File: src/rtl/intf_slot_writer.sv
// Slot writer: 2-entry {idx,data} FIFO draining into registered slots.
// Define INTF_SLOT_WRITER_BOUNDS_CHECK_EN to report out-of-range drops on err_oob.
module intf_slot_writer #(
   parameter int unsigned   NSLOTS    = 4,
   parameter int unsigned   IDXW      = 4,
   parameter int unsigned   DW        = 8,
   parameter logic [DW-1:0] RESET_VAL = '0
) (
   input  logic                 clk,
   input  logic                 rst,
   input  logic                 in_valid,
   output logic                 in_ready,
   input  logic [IDXW-1:0]      in_idx,
   input  logic [DW-1:0]        in_data,
   input  logic                 hold,
   output logic [NSLOTS*DW-1:0] slot_a,
   output logic [NSLOTS-1:0]    slot_wr,
   output logic                 busy,
   output logic                 err_oob
);

   typedef struct packed {
      logic [IDXW-1:0] idx;
      logic [DW-1:0]   data;
   } ent_t;

   ent_t              fifo_q [2];
   ent_t              fifo_d [2];
   logic              wp_q, wp_d;
   logic              rp_q, rp_d;
   logic [1:0]        cnt_q, cnt_d;
   logic [DW-1:0]     slot_q [NSLOTS];
   logic [DW-1:0]     slot_d [NSLOTS];
   logic [NSLOTS-1:0] wr_q, wr_d;
   logic              push, pop;
   ent_t              head;

   assign in_ready = (cnt_q < 2'd2);
   assign busy     = (cnt_q != 2'd0);
   assign push     = in_valid && in_ready;
   assign pop      = busy && !hold;
   assign head     = fifo_q[rp_q];

   always_comb begin
      fifo_d = fifo_q;
      if (push) begin
         fifo_d[wp_q] = '{idx: in_idx, data: in_data};
      end
      wp_d = wp_q ^ push;
      rp_d = rp_q ^ pop;
      cnt_d = cnt_q;
      unique case ({push, pop})
         2'b10:   cnt_d = cnt_q + 2'd1;
         2'b01:   cnt_d = cnt_q - 2'd1;
         default: cnt_d = cnt_q;
      endcase
   end

   // Out-of-range indices match no slot, so they fall through as drops.
   always_comb begin
      for (int i = 0; i < NSLOTS; i++) begin
         wr_d[i]   = pop && (head.idx == IDXW'(i));
         slot_d[i] = wr_d[i] ? head.data : slot_q[i];
      end
   end

   always_ff @(posedge clk) begin
      if (rst) begin
         fifo_q[0] <= '0;
         fifo_q[1] <= '0;
         wp_q      <= 1'b0;
         rp_q      <= 1'b0;
         cnt_q     <= 2'd0;
         wr_q      <= '0;
         for (int i = 0; i < NSLOTS; i++) begin
            slot_q[i] <= RESET_VAL;
         end
      end else begin
         fifo_q <= fifo_d;
         wp_q   <= wp_d;
         rp_q   <= rp_d;
         cnt_q  <= cnt_d;
         wr_q   <= wr_d;
         slot_q <= slot_d;
      end
   end

   for (genvar g = 0; g < NSLOTS; g++) begin : g_slot
      assign slot_a[g*DW +: DW] = slot_q[g];
   end

   assign slot_wr = wr_q;

`ifdef INTF_SLOT_WRITER_BOUNDS_CHECK_EN
   localparam logic [IDXW:0] NSL = (IDXW+1)'(NSLOTS);

   logic err_q, err_d;

   assign err_d = pop && ({1'b0, head.idx} >= NSL);

   always_ff @(posedge clk) begin
      if (rst) begin
         err_q <= 1'b0;
      end else begin
         err_q <= err_d;
      end
   end

   assign err_oob = err_q;
`else
   assign err_oob = 1'b0;
`endif

endmodule

File: config.mk
export PLATFORM = sky130hd
export DESIGN_NAME = intf_slot_writer
export DESIGN_NICKNAME = d
export VERILOG_FILES = /design/src/rtl/intf_slot_writer.sv
export SDC_FILE = /design/constraint.sdc
export NUM_CORES = 1
export LEC_CHECK = 0
export CAP_MARGIN = 20
export CORE_ASPECT_RATIO = 2
export CORE_MARGIN = 5
export CORE_UTILIZATION = 35
export DETAILED_ROUTE_END_ITERATION = 8
export SETUP_SLACK_MARGIN = 0.02
export SLEW_MARGIN = 20
export SYNTH_ARGS = -nofsm -noshare
export SYNTH_HDL_FRONTEND = slang
export SYNTH_SLANG_ARGS = --single-unit
File: constraint.sdc
create_clock -name clk -period 3.8 [get_ports clk]
set_clock_uncertainty 0.1 [all_clocks]
set_input_delay 0.38 -clock clk [delete_from_list [all_inputs] [get_ports clk]]
set_output_delay 0.38 -clock clk [all_outputs]
set_load 0.01 [all_outputs]
==> results.cfg <==
[floorplan]
coreArea_um2 = 7270
die_h_um = 132
start_util = 0.360
die_area_um2 = 9400
rows = 44
top_level_ports = 55
die_w_um = 71.1

[timing]
fin_crit_ns = 2.26
fin_setup_tns_ns = 0
fin_ws_ns = 1.54
rsz0062_at_grt = no
fmax_mhz = 442
fin_crit_sh = 0.595
worstMarginPinSlew_ns = 0.987
setup_viol = 0
max_slew_margin = 0.341
final-hold-violation-count = 0
slew_viol_final = 0

[global_route]
grt_use_total = 0.140
use_met1 = 0.145
use_met3 = 0.0458
grt_pass1_wl_mm = 10.0
globalRouteMet2Util = 0.240
grt-ovfl-total = 0
grt.busiest_layer = met2
antenna_found_initial = 0
grt_max_degree = 34
grt_pass1_vias = 1990

[power_and_ir_drop]
p_leak_nw = 1.42
p_int_mw = 1.44
power_frac_comb = 0.220
seqPwrFrac = 0.402
clkPwrFrac = 0.378
p_per_area_nw_per_um2 = 574
switchingPower_mw = 0.552
ir_drop_mv = 0.263
swShare = 0.277
p_total_mw = 1.99

[cts]
tritoncts = done
clk_pin_slew_ns = 0.05
clock-root-buffer = clkbuf_16
cts_made_buffers = 9
max-clock-path-buffers = 2
cts_sinks = 64
cts_resized = 0
clock_latency_ns = 0.32
cts_max_level = 3
post_cts_buffers = 0
postCtsHoldBufs = 0

[synthesis]
syn_area_um2 = 2610
synth_fa_ha_area_frac = 0.0144
synth-simple-area-share = 0.139
synth-seq-area-share = 0.490
syn-mean-instance-area_um2 = 10.5
synth_mux_area_frac = 0.264
yosysUniqueCellTypes = 29
yosysWarnings = 0
synth_nets = 267
synth_top_family_by_area = multiplexers
async_flop_share = 0
synthesis.instances = 248
synth-edff-count = 0
ys_ff_latch = 64
synth_compound_area_frac = 0.0450
ys.flop_type = dfxtp_1
synth_xor_area_frac = 0.0101

[critical_path]
worst_setup_path_end_kind = register
critical_path_class = reg2reg
cp.required_ns = 3.95
crit_fanout = 18
worstRegToRegCells = 3
cp.arrival_ns = 2.41
critPathLaunchType = register

[placement]
dp_hpwl_mm = 4.28
numPortBuffers = 53
dpl_cell_area_um2 = 3200
routabilityCongestion = 0.745
preCtsSetupSlack_ns = 1.33

[drt]
routed_wl_mm = 5.91
vias_per_cell = 4.65
wl_per_cell_um = 15.0
dr.pass1.iters = 4
via_count = 1838
drc_errors = 0
drt_iter0_drc = 96
final_antenna_net_count = 0

[final_layout]
fillers = 705
drive_above_1_share = 0.109
num_antenna_cells = 0
utilization = 0.477
fin_area_um2 = 3470
nets = 319
area_delta_synth_final_pct = 32.7

[worst_hold_path]
hold_path_class = reg2reg
holdPathStages = 2

[status]
status = finished clean

[run]
maxCapViolCount = 0
[registers in the layout, summed over array words and instances (netlist names)]
name     flops
slot_a      32
fifo_q      24
slot_wr      4
cnt_q        2
rp_q         1
wp_q         1
[worst max-delay path: stages, from the launching register on]
cell,delay (ns)
dfxtp_1,0.86
nor3b_4,0.53
o221a_2,0.47
mux2i_1,0.23
[power by group through the flow]
stage	sequential [mW]	combinational, mW	clock (mW)
after floorplan	0.782	0.364	0
after global placement	0.814	0.439	0
after detailed placement	0.817	0.445	0
after CTS	0.804	0.447	0.773
after global routing	0.813	0.482	0.806
final	0.801	0.439	0.753
[cells by family after synthesis]
family          after synthesis
xor+xnor                      3
flops                        64
other cells                   1
buf+inv                      18
fa+ha+maj                     3
mux                          67
compound gates                8
simple gates                 84
[routing by layer]
metal	vias to the layer above	share of wire	wire length (um)
li1	926	-	-
met1	862	0.38	2250
met2	40	0.54	3200
met3	10	0.051	303
met4	0	0.027	159
met5	-	0	0
[layout by cell type, fill, tap and decap left out, types with 2 or more instances in the layout]
cell | synthesis | layout
nor2_1 | 33 | 33
clkdlybuf4s50_1 | 0 | 53
buf_4 | 2 | 2
mux2_2 | 9 | 9
clkbuf_16 | 0 | 9
mux2i_1 | 56 | 56
and3b_1 | 2 | 2
o2111ai_4 | 2 | 2
clkbuf_1 | 7 | 2
mux2i_2 | 2 | 2
nand2_1 | 43 | 43
clkbuf_8 | 0 | 3
ha_1 | 3 | 3
dfxtp_1 | 64 | 64
xnor2_1 | 2 | 2
inv_1 | 4 | 4
[Yosys cell counts, types with 2 or more instances]
cell type	count	area, um2
mux2_2	9	101
buf_2	3	15.0
buf_6	2	22.5
buf_4	2	15.0
nand2_1	43	161
and3b_1	2	17.5
dfxtp_1	64	1280
mux2i_1	56	561
o2111ai_4	2	52.6
xnor2_1	2	17.5
inv_1	4	15.0
nor2_1	33	124
ha_1	3	37.5
clkbuf_1	7	26.3
mux2i_2	2	27.5
[path summary, 6_finish.rpt]
path | slack (ns) | start | end
setup / recovery | 1.54 | rp_q | slot_a[26]
hold / removal | 0.36 | slot_a[4] | slot_a[4]
setup reg to reg | 1.54 | rp_q | slot_a[26]
hold reg to reg | 0.36 | slot_a[4] | slot_a[4]
[layout make-up]
class,count,area [um2],area share
flip-flops and latches,64,1280,0.369
inverters,4,15.0,0.00433
multi-input cells,166,1240,0.357
repair buffers,55,546,0.157
clock buffers,14,274,0.0790
well taps,92,115,0.0332
[metrics by stage]
| stage | std cells | hold WS (ns) |
|---|---|---|
| floorplan | 248 | 0.354 |
| global placement | 381 | 0.348 |
| detailed placement | 381 | 0.348 |
| CTS | 395 | 0.364 |
| global route | 395 | 0.385 |
| finish | 395 | 0.357 |
Power figures use the tool's default switching activity.
